===== src/rtl/sprite_pkg.sv =====
`default_nettype none
// ============================================================================
// Module      : sprite_pkg
// Description : Shared definitions for the sprite mover. Holds the FSM state
//               encoding, the bit positions of the direction inputs and the
//               named pixel colours.
// Revision    : 1.0 - initial release
// ============================================================================
package sprite_pkg;

    typedef enum logic [1:0] {
        S_INIT  = 2'd0,
        S_WAIT  = 2'd1,
        S_ERASE = 2'd2,
        S_DRAW  = 2'd3
    } state_t;

    // Bit positions within the 4-bit dir input
    localparam int DIR_RIGHT = 0;
    localparam int DIR_LEFT  = 1;
    localparam int DIR_DOWN  = 2;
    localparam int DIR_UP    = 3;

    // 3-bit RGB colours
    localparam logic [2:0] BLACK = 3'b000;
    localparam logic [2:0] RED   = 3'b100;
    localparam logic [2:0] GREEN = 3'b010;

endpackage
`default_nettype wire


===== src/rtl/tick_timer.sv =====
`default_nettype none
// ============================================================================
// Module      : tick_timer
// Description : Free-running movement timer. Counts cycles while run is high
//               and emits a one-cycle tick on the last count of each period,
//               wrapping to zero. The count is frozen while run is low.
// Ports       : clk   - system clock
//               reset - asynchronous active-high reset
//               run   - count enable
//               tick  - one-cycle pulse every TICK_CYCLES running cycles
// Revision    : 1.0 - initial release
// ============================================================================
module tick_timer #(
    parameter int TICK_CYCLES = 524288
) (
    input  logic clk,
    input  logic reset,
    input  logic run,
    output logic tick
);

    localparam int CNT_W = $clog2(TICK_CYCLES);
    localparam logic [CNT_W-1:0] C_LAST = CNT_W'(TICK_CYCLES - 1);
    localparam logic [CNT_W-1:0] C_ONE  = CNT_W'(1);

    logic [CNT_W-1:0] r_cnt;
    logic             w_wrap;

    assign w_wrap = run && (r_cnt == C_LAST);
    assign tick   = w_wrap;

    always_ff @(posedge clk or posedge reset) begin
        if (reset) begin
            r_cnt <= '0;
        end else if (w_wrap) begin
            r_cnt <= '0;
        end else if (run) begin
            r_cnt <= r_cnt + C_ONE;
        end
    end

endmodule
`default_nettype wire


===== src/rtl/sprite_mover.sv =====
`default_nettype none
// ============================================================================
// Module      : sprite_mover
// Description : Sprite datapath and FSM for the VGA game. Draws an
//               SPR_W x SPR_H sprite, and on each movement tick samples the
//               direction keys, clamps the new position to the screen, erases
//               the old sprite and redraws it, one pixel per cycle.
// Ports       : clk, reset        - clock, asynchronous active-high reset
//               enable            - lets the movement timer run
//               dir[3:0]          - up/down/left/right keys
//               x_out/y_out       - pixel coordinate to VGA adapter
//               color_out, plot   - pixel colour and write strobe
//               pos_x/pos_y       - current sprite top-left corner
//               busy              - high while drawing or erasing
//               tick              - movement tick pulse
// Revision    : 1.0 - initial release
// ============================================================================
module sprite_mover
    import sprite_pkg::*;
#(
    parameter int                 X_W         = 8,
    parameter int                 Y_W         = 7,
    parameter int                 SCREEN_W    = 160,
    parameter int                 SCREEN_H    = 120,
    parameter int                 SPR_W       = 4,
    parameter int                 SPR_H       = 4,
    parameter int                 STEP        = 1,
    parameter int                 TICK_CYCLES = 524288,
    parameter int                 COLOR_W     = 3,
    parameter logic [COLOR_W-1:0] SPR_COLOR   = RED,
    parameter logic [COLOR_W-1:0] BG_COLOR    = BLACK,
    parameter int                 INIT_X      = 80,
    parameter int                 INIT_Y      = 100
) (
    input  logic               clk,
    input  logic               reset,
    input  logic               enable,
    input  logic [3:0]         dir,
    output logic [X_W-1:0]     x_out,
    output logic [Y_W-1:0]     y_out,
    output logic [COLOR_W-1:0] color_out,
    output logic               plot,
    output logic [X_W-1:0]     pos_x,
    output logic [Y_W-1:0]     pos_y,
    output logic               busy,
    output logic               tick
);

    localparam int XW1 = X_W + 1;
    localparam int YW1 = Y_W + 1;

    // One bit wider than the coordinate so that pos+STEP never wraps
    localparam logic [X_W:0]   C_STEP_X  = XW1'(STEP);
    localparam logic [Y_W:0]   C_STEP_Y  = YW1'(STEP);
    localparam logic [X_W:0]   C_MAX_X   = XW1'(SCREEN_W - SPR_W);
    localparam logic [Y_W:0]   C_MAX_Y   = YW1'(SCREEN_H - SPR_H);
    localparam logic [X_W-1:0] C_INIT_X  = X_W'(INIT_X);
    localparam logic [Y_W-1:0] C_INIT_Y  = Y_W'(INIT_Y);
    localparam logic [X_W-1:0] C_LAST_OX = X_W'(SPR_W - 1);
    localparam logic [Y_W-1:0] C_LAST_OY = Y_W'(SPR_H - 1);
    localparam logic [X_W-1:0] C_ONE_X   = X_W'(1);
    localparam logic [Y_W-1:0] C_ONE_Y   = Y_W'(1);

    state_t         r_state;
    logic [X_W-1:0] r_pos_x;
    logic [Y_W-1:0] r_pos_y;
    logic [X_W-1:0] r_pend_x;
    logic [Y_W-1:0] r_pend_y;
    logic [X_W-1:0] r_ox;
    logic [Y_W-1:0] r_oy;

    logic           w_run;
    logic           w_tick;
    logic [X_W:0]   w_sum_x;
    logic [Y_W:0]   w_sum_y;
    logic [X_W-1:0] w_cand_x;
    logic [Y_W-1:0] w_cand_y;
    logic           w_move;
    logic           w_last_col;
    logic           w_last_px;

    // The timer only advances while idle, so redraw time never eats into
    // the movement period.
    assign w_run = enable && (r_state == S_WAIT);

    tick_timer #(
        .TICK_CYCLES (TICK_CYCLES)
    ) u_tick_timer (
        .clk   (clk),
        .reset (reset),
        .run   (w_run),
        .tick  (w_tick)
    );

    // Candidate position; an axis with both or neither key pressed stays put
    always_comb begin
        w_sum_x  = {1'b0, r_pos_x} + C_STEP_X;
        w_sum_y  = {1'b0, r_pos_y} + C_STEP_Y;
        w_cand_x = r_pos_x;
        w_cand_y = r_pos_y;
        if (dir[DIR_RIGHT] && !dir[DIR_LEFT]) begin
            w_cand_x = (w_sum_x > C_MAX_X) ? C_MAX_X[X_W-1:0] : w_sum_x[X_W-1:0];
        end else if (dir[DIR_LEFT] && !dir[DIR_RIGHT]) begin
            w_cand_x = ({1'b0, r_pos_x} < C_STEP_X) ? '0 : (r_pos_x - C_STEP_X[X_W-1:0]);
        end
        if (dir[DIR_DOWN] && !dir[DIR_UP]) begin
            w_cand_y = (w_sum_y > C_MAX_Y) ? C_MAX_Y[Y_W-1:0] : w_sum_y[Y_W-1:0];
        end else if (dir[DIR_UP] && !dir[DIR_DOWN]) begin
            w_cand_y = ({1'b0, r_pos_y} < C_STEP_Y) ? '0 : (r_pos_y - C_STEP_Y[Y_W-1:0]);
        end
    end

    assign w_move     = (w_cand_x != r_pos_x) || (w_cand_y != r_pos_y);
    assign w_last_col = (r_ox == C_LAST_OX);
    assign w_last_px  = w_last_col && (r_oy == C_LAST_OY);

    always_ff @(posedge clk or posedge reset) begin
        if (reset) begin
            r_state  <= S_INIT;
            r_pos_x  <= C_INIT_X;
            r_pos_y  <= C_INIT_Y;
            r_pend_x <= C_INIT_X;
            r_pend_y <= C_INIT_Y;
            r_ox     <= '0;
            r_oy     <= '0;
        end else begin
            case (r_state)
                S_INIT: begin
                    r_ox    <= '0;
                    r_oy    <= '0;
                    r_state <= S_DRAW;
                end
                S_WAIT: begin
                    if (w_tick && w_move) begin
                        r_pend_x <= w_cand_x;
                        r_pend_y <= w_cand_y;
                        r_state  <= S_ERASE;
                    end
                end
                S_ERASE, S_DRAW: begin
                    if (w_last_px) begin
                        r_ox <= '0;
                        r_oy <= '0;
                        if (r_state == S_ERASE) begin
                            r_pos_x <= r_pend_x;
                            r_pos_y <= r_pend_y;
                            r_state <= S_DRAW;
                        end else begin
                            r_state <= S_WAIT;
                        end
                    end else if (w_last_col) begin
                        r_ox <= '0;
                        r_oy <= r_oy + C_ONE_Y;
                    end else begin
                        r_ox <= r_ox + C_ONE_X;
                    end
                end
                default: r_state <= S_INIT;
            endcase
        end
    end

    // Outputs decode directly from registered state, so an asynchronous
    // reset drops plot in the same instant.
    assign x_out     = r_pos_x + r_ox;
    assign y_out     = r_pos_y + r_oy;
    assign plot      = (r_state == S_ERASE) || (r_state == S_DRAW);
    assign busy      = (r_state != S_WAIT);
    assign color_out = (r_state == S_DRAW) ? SPR_COLOR : BG_COLOR;
    assign pos_x     = r_pos_x;
    assign pos_y     = r_pos_y;
    assign tick      = w_tick;

endmodule
`default_nettype wire


===== config.mk =====
export PLATFORM = sky130hd
export DESIGN_NAME = sprite_mover
export DESIGN_NICKNAME = d
export VERILOG_FILES = /design/src/rtl/sprite_pkg.sv /design/src/rtl/tick_timer.sv /design/src/rtl/sprite_mover.sv
export SDC_FILE = /design/constraint.sdc
export NUM_CORES = 1
export LEC_CHECK = 0
export ABC_CLOCK_PERIOD_IN_PS = 5700
export CORE_ASPECT_RATIO = 1.2
export CORE_MARGIN = 3
export CORE_UTILIZATION = 30
export DETAILED_ROUTE_END_ITERATION = 12
export DONT_BUFFER_PORTS = 1
export SETUP_SLACK_MARGIN = 0.05
export SLEW_MARGIN = 40
export SYNTH_ARGS = -nofsm -noshare
export SYNTH_HDL_FRONTEND = slang
export SYNTH_SLANG_ARGS = --single-unit

===== constraint.sdc =====
create_clock -name clk -period 5.7 [get_ports clk]
set_input_delay 1.425 -clock clk [delete_from_list [all_inputs] [get_ports clk]]
set_output_delay 1.425 -clock clk [all_outputs]
set_load 0.005 [all_outputs]

Word level (Yosys, flattened, before mapping)

Index checks and enable logic that the tools add are counted.

Input bits: 7
Bits in registers: 66

Reduce and logical (&&, ||, !) cells: 22
Eq/ne operators: 12
Multiplexer cells: 21
Magnitude comparators: 4
$add $sub $neg: 9

Operator list:

| operator                                                              | count |
|---|---|
| 8-bit 2-to-1 mux                                                      | 6 |
| 7-bit 2-to-1 mux                                                      | 6 |
| 19-bit 2-to-1 mux                                                     | 2 |
| 19-bit by 1-bit adder with 19-bit output, second input constant       | 1 |
| 19-bit equality test, second input constant                           | 1 |
| 8-bit case mux with 2 select lines                                    | 1 |
| 7-bit case mux with 2 select lines                                    | 1 |
| 8-bit by 1-bit adder with 9-bit output, second input constant         | 1 |
| 9-bit by 8-bit > comparator with 1-bit output, second input constant  | 1 |
| 7-bit by 1-bit adder with 8-bit output, second input constant         | 1 |
| 8-bit by 1-bit adder with 8-bit output, second input constant         | 1 |
| 8-bit adder                                                           | 1 |
| 8-bit by 2-bit equality test with 1-bit output, second input constant | 1 |
| 8-bit by 7-bit > comparator with 1-bit output, second input constant  | 1 |
| 1-bit logical AND                                                     | 8 |
| 8-bit by 1-bit < comparator with 1-bit output, second input constant  | 1 |
| 8-bit != test                                                         | 1 |
| 8-bit by 1-bit subtractor with 8-bit output, second input constant    | 1 |
| 7-bit by 1-bit adder with 7-bit output, second input constant         | 1 |
| 7-bit adder                                                           | 1 |
| 7-bit by 2-bit equality test with 1-bit output, second input constant | 1 |
| 7-bit by 1-bit < comparator with 1-bit output, second input constant  | 1 |
| 7-bit != test                                                         | 1 |
| 7-bit by 1-bit subtractor with 7-bit output, second input constant    | 1 |
| 15 further kinds                                                      | 26 |

Logic depth before layout (Yosys ltp)

Depth in word-level cells: 9
Depth in mapped cells: 12

By module

A second synthesis with hierarchy kept.

Cells, all modules: 557
Area total of the unflattened synthesis: 4943.5 um2

By module, submodules not included:

| module       | seq. area each (um2) | cells each | area an instance (um2) | instances |
|---|---|---|---|---|
| sprite_mover | 1188.6               | 471        | 4030.1                 | 1 |
| tick_timer   | 475.5                | 86         | 913.4                  | 1 |

Worst setup path before layout

OpenSTA, ideal clock, no wires.

Kind: input to output
Start point: in enable
End point: out tick
Data arrival time: 2.615 ns
Path buffers: 1
Path slack: 1.660 ns
Cell stages on the path: 7
Cells stage by stage: and4_1 -> nand2_1 -> nor2_1 -> and3_2 -> nand2_1 -> inv_1 -> clkbuf_1

Cells in the longest elaborated chain, start to end: 2

RTL lines:

| what              | line               | RTL |
|---|---|---|
| from (decl)       | sprite_mover.sv:37 | `input logic enable,` |
| 1-bit logical AND | sprite_mover.sv:84 | `assign w_run = enable && (r_state == S_WAIT);` |
| 1-bit logical AND | tick_timer.sv:29   | `assign w_wrap = run && (r_cnt == C_LAST);` |
| to (decl)         | sprite_mover.sv:46 | `output logic tick` |

Every way passes these cells.

Worst setup path in the final report

Start point: reg r_pos_x[1], in the netlist pos_x[1]
End point: out x_out[6]

Cells in the longest elaborated chain, start to end: 1

RTL lines:

| what                   | line                | RTL |
|---|---|---|
| from (decl)            | sprite_mover.sv:65  | `logic [X_W-1:0] r_pos_x;` |
| from (signal assigned) | sprite_mover.sv:145 | `r_pos_x <= r_pend_x;` |
| 8-bit adder            | sprite_mover.sv:165 | `assign x_out = r_pos_x + r_ox;` |
| to (decl)              | sprite_mover.sv:39  | `output logic [X_W-1:0] x_out,` |

Every way passes these cells.

==> out/qor.yml <==
outcome:
  status: "complete, no violations"
logic_synthesis:
  synth_top_family_by_area: "simple AND/OR/NAND/NOR gates"
  synthSimpleGateAreaFrac_pct: 21.68
  netlist_top_cells_area: "dfrtp_1 (28%), dfstp_2 (5.3%), ha_1 (5.3%), nand2_1 (4.3%), o21ai_0 (3.7%)"
  yosysTopAreaCell: "dfrtp_1"
  synth_xor_area_share_pct: 5.980
  yosysSeqAreaShare_pct: 33.42
  synthCells: 550
  dominantRegCellSynth: "dfrtp_1"
  netlist_area_um2: 4980
  synth.avg_cell_area_um2: 9.054
  synth-async-reset-ratio_pct: 100.0
  synth_edf_count: 0
  synth_top_area_share_pct: 28.14
  post_synth_fa_ha_maj_area_fraction_pct: 6.080
  ys_types: 85
  ys_warn_count: 0
  ys_ff_latch: 66
  synth_compound_area_share_pct: 19.77
  synthMuxAreaShare_pct: 6.432
timing:
  setup_viol: 0
  finalSetupTns_ns: 0
  post-route-min-period_ns: 4.216
  finalHoldViolations: 0
  holdWs_ns: 0.4633
  worst_pin_slew_ns: 0.7373
  fmax_mhz: 237.2
  relSlewSlack_pct: 50.85
  rsz0062_at_grt: "no"
  skew_ns: 0.006183
  period_share_pct: 73.97
  final_max_slew_viol_count: 0
worst_setup_path:
  critPathRequiredTime_ns: 4.28
  path_max_fanout: 18
  endpoint_kind: "output pin"
  max_stage_delay_ns: 0.81
  path_cells: "inv_1 -> fa_1 -> inv_1 -> a21oi_1 -> o21bai_1 -> a21o_1 -> a21oi_1 -> xnor2_1"
  critPathBufInv: 2
  cp_slowest_cell: "dfrtp_1"
  crit_type: "reg2out"
  arrival_ns: 2.79
  worstSetupStartpointType: "flop"
  cpLargestDelayFamily: "flip-flops"
grt:
  grt_overflow: 0
  gr-max-usage-layer: "met2"
  grt_pass1_vias: 3980
  antenna_found_initial: 0
  grt_pass1_wl_um: 20580
  grt_use_total_pct: 14.23
  grt_use_met1_pct: 18.56
  grt_util_met2_pct: 22.54
  grtUsageMet3_pct: 3.003
  grt_max_degree: 67
placement:
  portBuffers: 0
  place_congestion: 0.8949
  postPlaceCellArea_um2: 5046
  hpwl_um: 9282
routing:
  remaining_drc_errors: 0
  vias: 4145
  first_pass_iters: 5
  drt_iter0_drc: 262
  wl_per_cell_um: 17.09
  ant_nets: 0
  vias_per_cell: 5.549
  drt-total-wl_um: 12760
worst_hold_path:
  hold_class: "reg2reg"
clocking:
  clock_latency_ns: 0.33
  hold_buffers: 0
  cts_tree: "done"
  cts_buffer_depth: 2
  cts_sinks: 66
  path_clk_slew_ns: 0.05
  cts_max_level: 3
  postCtsResizedCells: 0
  cts_setup_buffers: 0
  root_buffer: "clkbuf_16"
  cts_made_buffers: 9
final_layout:
  drive_gt1_share_pct: 15.21
  syn_to_final_growth_pct: 7.839
  design_area_um2: 5370
  layout_commonest_cell: "nand2_1"
  mostFrequentLayoutCells: "nand2_1 (57), dfrtp_1 (56), o21ai_0 (37)"
  diodes: 0
  num-nets-final: 564
floorplan:
  die_y_um: 147.1
  core_area_um2: 15950
  rows: 50
  dieArea_um2: 18190
  die_w_um: 123.6
  top_level_ports: 43
  start_util_pct: 31.22
power:
  power_mw: 1.165
  vdd_ir_drop_max_uv: 121.5
  leakagePower_nw: 2.253
  p_per_area_nw_per_um2: 217.0
run:
  maxCapViolations: 0
[area by class of cell]
type	count	area, µm²
fillers	1593	10580
multi-input cells	428	2998
flip-flops and latches	66	1664
well taps	208	260.3
clock buffers	11	242.7
inverters	25	93.84
clock inverters	5	77.57
repair buffers	4	33.78
[stage by stage]
stage          utilization (%)  worst slack, ns  instances
2_1_floorplan                -            1.660        551
3_3_place_gp             31.63            1.399        731
3_5_place_dp             31.63            1.371        731
4_1_cts                  33.64            1.473        747
5_1_grt                  33.66            1.303        747
6_report                 33.66            1.484        747
[power by group]
| group | internal, mW | leakage (nW) | switching [mW] |
|---|---|---|---|
| combinational | 0.0298 | 1.23 | 0.0417 |
| sequential | 0.485 | 0.872 | 0.0155 |
| clock | 0.393 | 0.156 | 0.200 |
| total | 0.908 | 2.25 | 0.257 |
[sequential cells by signal (all words and copies together) (netlist names)]
name                flops
pos_y                   7
r_ox                    8
r_state                 2
pos_x                   8
r_pend_y                7
r_oy                    7
r_pend_x                8
u_tick_timer.r_cnt     19
[synth_stat cells, types with 10 or more instances]
cell,number
nand4_1,12
nand2_1,57
o21ai_0,37
ha_1,21
nor3_1,12
a21oi_1,33
nand3_1,21
nor2_1,33
mux2_2,12
xor2_1,14
clkbuf_1,15
inv_1,25
xnor2_1,20
dfrtp_1,56
dfstp_2,10
[metal layers]
metal	routed length [µm]	up-vias
li1	-	1974
met1	5649	2024
met2	6187	120
met3	573	27
met4	354	0
met5	0	-
[cells by family (layout without fill, tap and decap cells)]
logic type                 after synthesis  in the layout
and+or+nand+nor                        198            198
muxes                                   26             26
adders and majority gates               23             23
xor gates and xnor gates                34             34
AOI/OAI and AO/OA                      145            145
other                                    1              2
buffers and inverters                   57             45
DFF                                     66             66
[path summary, 6_finish.rpt]
path	from	to	cells after the start	slack, ns
setup / recovery	pos_x[1]$_DFFE_PP0P_	x_out[6]	8	1.48
hold / removal	u_tick_timer.r_cnt[18]$_DFFE_PP0P_	u_tick_timer.r_cnt[18]$_DFFE_PP0P_	1	0.46
setup reg to reg	pos_x[1]$_DFFE_PP0P_	r_pend_x[2]$_DFFE_PP0P_	10	1.58
hold reg to reg	u_tick_timer.r_cnt[18]$_DFFE_PP0P_	u_tick_timer.r_cnt[18]$_DFFE_PP0P_	1	0.46
max in group asynchronous	reset	r_ox[4]$_DFFE_PP0P_	2	4.13
min in group asynchronous	reset	u_tick_timer.r_cnt[3]$_DFFE_PP0P_	2	1.13
Note: power is estimated with default switching activity, not from simulation.
